<file path="config.mk">
export PLATFORM = sky130hd
export DESIGN_NAME = wt_mem_arbiter
export DESIGN_NICKNAME = d
export VERILOG_FILES = /design/src/rtl/wt_mem_arbiter.sv
export SDC_FILE = /design/constraint.sdc
export NUM_CORES = 1
export LEC_CHECK = 0
export CORE_AREA = 2 2 340 342
export DETAILED_ROUTE_END_ITERATION = 6
export DIE_AREA = 0 0 342 344
export DONT_BUFFER_PORTS = 1
export MAX_ROUTING_LAYER = met4
export PLACE_DENSITY = 0.38
export SLEW_MARGIN = 40
export SYNTH_ARGS = -nofsm -noshare
export SYNTH_HDL_FRONTEND = slang
export SYNTH_SLANG_ARGS = --single-unit
</file>
<file path="constraint.sdc">
create_clock -name clk_i -period 3.2 [get_ports clk_i]
set_clock_uncertainty 0.15 [all_clocks]
set_input_delay 0.64 -clock clk_i [delete_from_list [all_inputs] [get_ports clk_i]]
set_output_delay 0.64 -clock clk_i [all_outputs]
set_load 0.02 [all_outputs]
</file>
<file path="src/rtl/wt_mem_arbiter.sv">
// wt_mem_arbiter: shares one memory request/return channel between the I$ and D$.
//
// Requests from the two caches are arbitrated (round-robin or fixed I$ priority).
// The winner is acked combinationally and held in a one-entry issue buffer until
// the adapter accepts it. The source of every granted transaction is pushed into
// an in-order FIFO so each return can be steered back to its cache. Invalidations
// bypass the FIFO and always go to the D$.
//
// Ports:
//   clk_i, rst_i                  clock, synchronous active-high reset
//   ic_req_i/ic_ack_o/ic_data_i   I$ request channel (req held until ack)
//   dc_req_i/dc_ack_o/dc_data_i   D$ request channel (req held until ack)
//   mem_req_vld_o/mem_req_rdy_i   buffered request to the adapter
//   mem_req_o/mem_req_src_o       buffered payload and source (0 = I$, 1 = D$)
//   mem_rtrn_vld_i/_inv_i/mem_rtrn_i  return from the adapter (always accepted)
//   ic_rtrn_vld_o/ic_rtrn_o       registered return to the I$
//   dc_rtrn_vld_o/dc_rtrn_o       registered return to the D$
//   outstanding_o                 granted-but-unreturned transaction count
//   err_o                         sticky: untracked non-invalidation return seen
module wt_mem_arbiter #(
  parameter int unsigned ReqWidth       = 128,
  parameter int unsigned RtrnWidth      = 160,
  parameter int unsigned MaxOutstanding = 4,
  parameter int unsigned IcachePrio     = 0,
  localparam int unsigned PtrW          = $clog2(MaxOutstanding),
  localparam int unsigned CntW          = PtrW + 1
) (
  input  logic                 clk_i,
  input  logic                 rst_i,
  input  logic                 ic_req_i,
  output logic                 ic_ack_o,
  input  logic [ReqWidth-1:0]  ic_data_i,
  input  logic                 dc_req_i,
  output logic                 dc_ack_o,
  input  logic [ReqWidth-1:0]  dc_data_i,
  output logic                 mem_req_vld_o,
  input  logic                 mem_req_rdy_i,
  output logic [ReqWidth-1:0]  mem_req_o,
  output logic                 mem_req_src_o,
  input  logic                 mem_rtrn_vld_i,
  input  logic                 mem_rtrn_inv_i,
  input  logic [RtrnWidth-1:0] mem_rtrn_i,
  output logic                 ic_rtrn_vld_o,
  output logic [RtrnWidth-1:0] ic_rtrn_o,
  output logic                 dc_rtrn_vld_o,
  output logic [RtrnWidth-1:0] dc_rtrn_o,
  output logic [CntW-1:0]      outstanding_o,
  output logic                 err_o
);

  typedef enum logic [0:0] {StIdle, StHold} state_e;

  state_e               state_q, state_d;
  logic [ReqWidth-1:0]  buf_data_q;
  logic                 buf_src_q;
  logic                 rr_last_dc_q;   // 1: D$ was granted last, so I$ wins next conflict
  logic                 fifo_q [MaxOutstanding];
  logic [PtrW-1:0]      wr_ptr_q, rd_ptr_q;
  logic [CntW-1:0]      cnt_q, cnt_d;
  logic [CntW-1:0]      issued;
  logic                 ic_rtrn_vld_q, dc_rtrn_vld_q;
  logic [RtrnWidth-1:0] rtrn_data_q;
  logic                 err_q;

  logic grant, win_src, rtrn_trk, pop, bad_rtrn, head_src;

  always_comb begin
    state_d  = state_q;
    win_src  = 1'b0;
    grant    = 1'b0;
    ic_ack_o = 1'b0;
    dc_ack_o = 1'b0;

    if (ic_req_i && dc_req_i) begin
      win_src = (IcachePrio != 0) ? 1'b0 : ~rr_last_dc_q;
    end else begin
      win_src = dc_req_i;
    end

    // Grant decision uses the registered count; a same-cycle return does not free a slot.
    grant    = (state_q == StIdle) && (cnt_q < CntW'(MaxOutstanding)) && (ic_req_i || dc_req_i);
    ic_ack_o = grant && !win_src;
    dc_ack_o = grant && win_src;

    unique case (state_q)
      StIdle:  if (grant) state_d = StHold;
      StHold:  if (mem_req_rdy_i) state_d = StIdle;
      default: state_d = StIdle;
    endcase

    // The buffered entry is in the FIFO but not yet issued, so it cannot be returned.
    issued   = cnt_q - CntW'(state_q == StHold);
    rtrn_trk = mem_rtrn_vld_i && !mem_rtrn_inv_i;
    pop      = rtrn_trk && (issued != '0);
    bad_rtrn = rtrn_trk && (issued == '0);
    head_src = fifo_q[rd_ptr_q];

    cnt_d = cnt_q;
    if (grant && !pop) begin
      cnt_d = cnt_q + CntW'(1);
    end else if (pop && !grant) begin
      cnt_d = cnt_q - CntW'(1);
    end
  end

  always_ff @(posedge clk_i) begin
    if (rst_i) begin
      state_q       <= StIdle;
      buf_data_q    <= '0;
      buf_src_q     <= 1'b0;
      rr_last_dc_q  <= 1'b1;
      wr_ptr_q      <= '0;
      rd_ptr_q      <= '0;
      cnt_q         <= '0;
      ic_rtrn_vld_q <= 1'b0;
      dc_rtrn_vld_q <= 1'b0;
      rtrn_data_q   <= '0;
      err_q         <= 1'b0;
    end else begin
      state_q <= state_d;
      cnt_q   <= cnt_d;
      if (grant) begin
        buf_data_q   <= win_src ? dc_data_i : ic_data_i;
        buf_src_q    <= win_src;
        rr_last_dc_q <= win_src;
        wr_ptr_q     <= wr_ptr_q + PtrW'(1);
      end
      if (pop) begin
        rd_ptr_q <= rd_ptr_q + PtrW'(1);
      end
      ic_rtrn_vld_q <= pop && !head_src;
      dc_rtrn_vld_q <= (mem_rtrn_vld_i && mem_rtrn_inv_i) || (pop && head_src);
      if ((mem_rtrn_vld_i && mem_rtrn_inv_i) || pop) begin
        rtrn_data_q <= mem_rtrn_i;
      end
      if (bad_rtrn) begin
        err_q <= 1'b1;
      end
    end
  end

  // Source storage needs no reset: the pointers define which entries are live.
  always_ff @(posedge clk_i) begin
    if (grant) begin
      fifo_q[wr_ptr_q] <= win_src;
    end
  end

  assign mem_req_vld_o = (state_q == StHold);
  assign mem_req_o     = buf_data_q;
  assign mem_req_src_o = buf_src_q;
  assign ic_rtrn_vld_o = ic_rtrn_vld_q;
  assign dc_rtrn_vld_o = dc_rtrn_vld_q;
  assign ic_rtrn_o     = rtrn_data_q;
  assign dc_rtrn_o     = rtrn_data_q;
  assign outstanding_o = cnt_q;
  assign err_o         = err_q;

endmodule

</file>
Yosys cells after proc, flatten, opt, wreduce, memory -nomap -nowiden
Memory sizes are Yosys's and may differ from the RTL's. A register that Yosys moved wholly into a read port is not among the register bits.
Index checks and enable logic that the tools add are counted.
{"block": "op_classes", "n_mul": 0, "add_sub_neg": 5, "n_mux": 10, "order_cmp": 1, "n_bitwise": 2, "div": 0, "n_shift": 0, "n_eq_ne": 0, "n_reduce_logical": 24}
{"operator": "128-bit 2-to-1 mux", "count": 1}
{"operator": "1-bit logical AND", "count": 13}
{"operator": "3-bit 2-to-1 mux", "count": 2}
{"operator": "1-bit zero test", "count": 5}
{"operator": "2-bit by 1-bit adder with 2-bit output, second input constant", "count": 2}
{"operator": "1-bit 2-to-1 mux", "count": 4}
{"operator": "2-bit 2-to-1 mux", "count": 2}
{"operator": "3-bit by 1-bit adder with 3-bit output, second input constant", "count": 1}
{"operator": "3-bit zero test", "count": 1}
{"operator": "1-bit logical OR", "count": 3}
{"operator": "3-bit < comparator, second input constant", "count": 1}
{"operator": "3-bit nonzero test", "count": 1}
{"operator": "3-bit by 1-bit subtractor with 3-bit output", "count": 1}
{"operator": "3-bit by 1-bit subtractor with 3-bit output, second input constant", "count": 1}
{"operator": "1-bit inverter", "count": 2}
{"operator": "1-bit case mux with 2 select lines", "count": 1}
{"operator": "2-bit nonzero test", "count": 1}
{"block": "totals", "romBits": 0, "input_bits": 423, "output_inout_bits": 458, "latch_bits": 0, "mem_bits_rw": 4, "n_memories": 1, "register_bits": 301}
{"memory": "fifo_q", "words": 4, "width": 1, "read_ports": 1, "rd_ports_with_merged_regs": 1, "write_ports": 1, "line_no": "57", "source": "logic fifo_q [MaxOutstanding];"}

Longest topological paths before layout
{"block": "depth", "ltp_word": 7, "depth_mapped": 11, "mapped_depth_nobuf": 10}

Least setup slack after synthesis
Ideal clock, no wire load.
{"block": "synth_timing", "path_type": "register to register", "start": "register cnt_q[0] (netlist: outstanding_o[0])", "end": "register cnt_q[2] (netlist: outstanding_o[2])", "n_path_buf": 0, "synth_period_minus_slack_ns": 2.745, "path_stages_with_launch": 11, "arrival_time_ns": 2.524, "setup_slack_ns": 0.455, "path_cell_list": "dfxtp_1 inv_1 ha_1 xor2_1 o21ai_0 ha_1 inv_1 fa_1 xor2_1 or3_1 a21oi_1"}
{"block": "synth_via", "elab_chain_cells": 6}
{"element": "from (decl)", "line_no": "59", "source": "logic [CntW-1:0] cnt_q, cnt_d;"}
{"element": "from (signal assigned)", "line_no": "121", "source": "cnt_q <= cnt_d;"}
{"element": "3-bit by 1-bit subtractor with 3-bit output or 3-bit < comparator (tied branches)", "line_no": "92, 81"}
{"element": "3-bit nonzero test or 1-bit logical AND (tied branches)", "line_no": "94, 81"}
{"element": "1-bit logical AND, on equally long branches", "line_no": "94, 81"}
{"element": "1-bit zero test, on equally long branches", "line_no": "99, 101"}
{"element": "1-bit logical AND, on equally long branches", "line_no": "99, 101"}
{"element": "3-bit 2-to-1 mux or 2-bit nonzero test (tied branches)"}
Several ways; a longest one is shown, not always the timed one. The select of a mux whose other input is x is not followed.
A chain may end at the register's enable or synchronous reset.

Worst setup path in the final report
Same ends and word-level chain as after synthesis.

==> flow_summary.toml <==
[worst_setup_path]
cp.required_ps = 3550
crit_path_end_kind = "flop"
critPathTopFamily = "adder cells"
critPathMaxStageDelay_ps = 530
cp_slowest_cell = "dfxtp_1"
critPathArrivalTime_ps = 3150
critPathKind = "flop to flop"
start_kind = "flop"
cp_max_fo = 4
path_buf_inv = 2
path_cells = "inv_1 > ha_1 > nand2b_1 > o21ai_0 > ha_1 > inv_1 > fa_1 > xor2_1 > or3_1 > a21oi_1"

[synth]
ys_seq_area_frac = 0.413
syn_avg_cell_area_sq_um = 8.89
synth-seq-cells = 307
synth.distinct_cells = 33
ys_warn_count = 0
synthCells = 1683
syn_nets = 2113
synthesis.area_sq_um = 15000

[sta]
fmax_mhz = 358
post-route-period-util = 0.874
final.setup.tns_ps = 0
slew_violations = 0
max_slew_margin = 0.351
hold_viol_final = 0
finalCriticalPeriod_ps = 2800
worstMarginPinSlew_ps = 974
timing.hold.ws_ps = 69.9
setup_viol = 0
rsz0062_at_grt = "no"

[cells_and_area]
drive_gt1_frac = 0.0709
fin_cells = 3158
utilization = 0.161
nets = 2036
syn_to_final_growth_pct = 22.6

[route]
drt_wl_total_mm = 81.2
num_vias = 12138
drt_iter0_markers = 696
wl_per_cell_um = 25.7
via_per_inst = 3.84
drc = 0
postRouteAntennaNets = 0
first_pass_iters = 5

[run]
max_cap_viol_count = 0

[clock_network]
worstSkewPairLatency_ps = 570
clkSinkCount = 307
tritoncts = "yes"
cts-htree-levels = 2
cts-root-buf = "clkbuf_16"
cts_buffers = 42
clk_pin_slew_ps = 60
cts.path.max_buffers = 3

[placement]
place_hpwl_mm = 63.5
place_inst = 2916
routabilityCongestion = 0.848
io_buffers = 0

[floorplanning]
placementRows = 124
die_x_um = 342
ioPinCount = 881
die-area_sq_um = 118000
initial_utilization = 0.131
core_sq_um = 114000
die_h_um = 344

[hold_path]
worstHoldPathType = "input port to flop"

[grt]
grt_overflow = 0
antenna_found_initial = 25
grt_max_degree = 438
track_usage = 0.134
grt_pass1_vias = 12199
grt_pass1_wl_mm = 106

[power]
total_power_mw = 14.7
cellPowerDensity_nw_per_um2 = 801
vdd.ir_drop.worst_uv = 420
p_leak_nw = 6.31

[run_status]
status = "finished, final reports clean"
synth_stat cells (all sizes together):
cell type,instances,share of area
a211o,1,0.00059
a211oi,1,0.00050
a21boi,1,0.00050
a21oi,5,0.0017
a31oi,130,0.054
and2,1,0.00042
and3,5,0.0021
buf,211,0.11
clkbuf,105,0.026
dfxtp,303,0.41
edfxtp,4,0.0080
fa,1,0.0013
ha,6,0.0050
inv,7,0.0018
mux2,3,0.0023
mux2i,161,0.11
mux4,1,0.0015
nand2,1,0.00025
nand2b,323,0.14
nand3,258,0.086
nor2,7,0.0018
nor2b,4,0.0017
nor3,2,0.00067
nor3b,1,0.00050
o211a,1,0.00067
o21ai,133,0.044
or2,2,0.00084
or3,1,0.00042
xnor2,1,0.00059
xor2,3,0.0018
cell usage in the layout, fill, tap and decap left out, drive strengths merged, types with 5 or more instances in the layout:
| cell | count |
|---|---|
| nand2b | 323 |
| clkbuf | 60 |
| clkinv | 8 |
| nor2 | 7 |
| diode | 9 |
| mux2i | 161 |
| and3 | 5 |
| a31oi | 130 |
| dlygate4sd3 | 157 |
| ha | 6 |
| dfxtp | 303 |
| a21oi | 5 |
| nand3 | 258 |
| o21ai | 133 |
| buf | 38 |
| inv | 10 |
stage by stage:
step | setup slack, ps | area [sq um]
finish | 404 | 18300
global route | 162 | 18300
CTS | 380 | 18300
detailed placement | 408 | 15400
global placement | 363 | 15400
floorplan | 455 | 15000
per-layer routing:
layer | vias up | track usage | routed length, um
li1 | 5529 | - | -
met2 | 703 | 0.221 | 39100
met1 | 5745 | 0.144 | 30100
met4 | 0 | 0.0645 | 4140
met3 | 161 | 0.0471 | 7870
met5 | - | - | 0
worst reg2reg max path, delay by kind of cell, from the launching register on:
kind            cells  cell delay [ps]
fa+ha+maj           3              910
flops               1              530
compound gates      2              430
simple gates        2              390
xor+xnor            1              180
buf+inv             2              150
report_power, final:
group,internal [mW],switching (mW)
Combinational,1.28,1.90
Clock,2.83,1.99
Sequential,4.49,2.21
Total,8.60,6.09
registers in the layout (all words and copies together), names as in the netlist, named ones only:
register       count
rd_ptr_q           2
mem_req_src_o      1
err_o              1
mem_req_o        128
rr_last_dc_q       1
outstanding_o      3
dc_rtrn_o        160
fifo_q             4
dc_rtrn_vld_o      1
mem_req_vld_o      1
ic_rtrn_vld_o      1
wr_ptr_q           2
final timing paths:
check,depth (start not counted),startpoint,slack [ps],to
worst min register to register,2,wr_ptr_q[0]$_SDFFE_PP0P_,360,wr_ptr_q[0]$_SDFFE_PP0P_
worst min-delay path,2,mem_rtrn_i[157],70,dc_rtrn_o[157]$_SDFFE_PP0P_
worst max-delay path,10,outstanding_o[0]$_SDFFE_PP0P_,400,outstanding_o[2]$_SDFFE_PP0P_
worst max register to register,10,outstanding_o[0]$_SDFFE_PP0P_,400,outstanding_o[2]$_SDFFE_PP0P_
cell type report:
type                       count  area (sq um)
clock inverter                15           153
clock buffer                  60          1220
sequential                   307          6190
multi-input combinational   1053          6830
inverter                       7          26.3
timing repair buffer         195          2000
tap                         1512          1890
antenna                        9          22.5
fill                       13001         95500
logic make-up after synthesis:
logic type / synth area share
buffers and inverters: 0.134
adders and majority gates: 0.00635
muxes: 0.111
and+or+nand+nor: 0.230
xor gates and xnor gates: 0.00234
DFF: 0.413
AOI/OAI and AO/OA: 0.103
repair_timing:
item,in CTS,in global routing
hold buffers,158,0
setup buffers,0,0
hold endpoints to repair,177,0
gates resized for setup,0,0
Note: power is estimated with default switching activity, not from simulation.
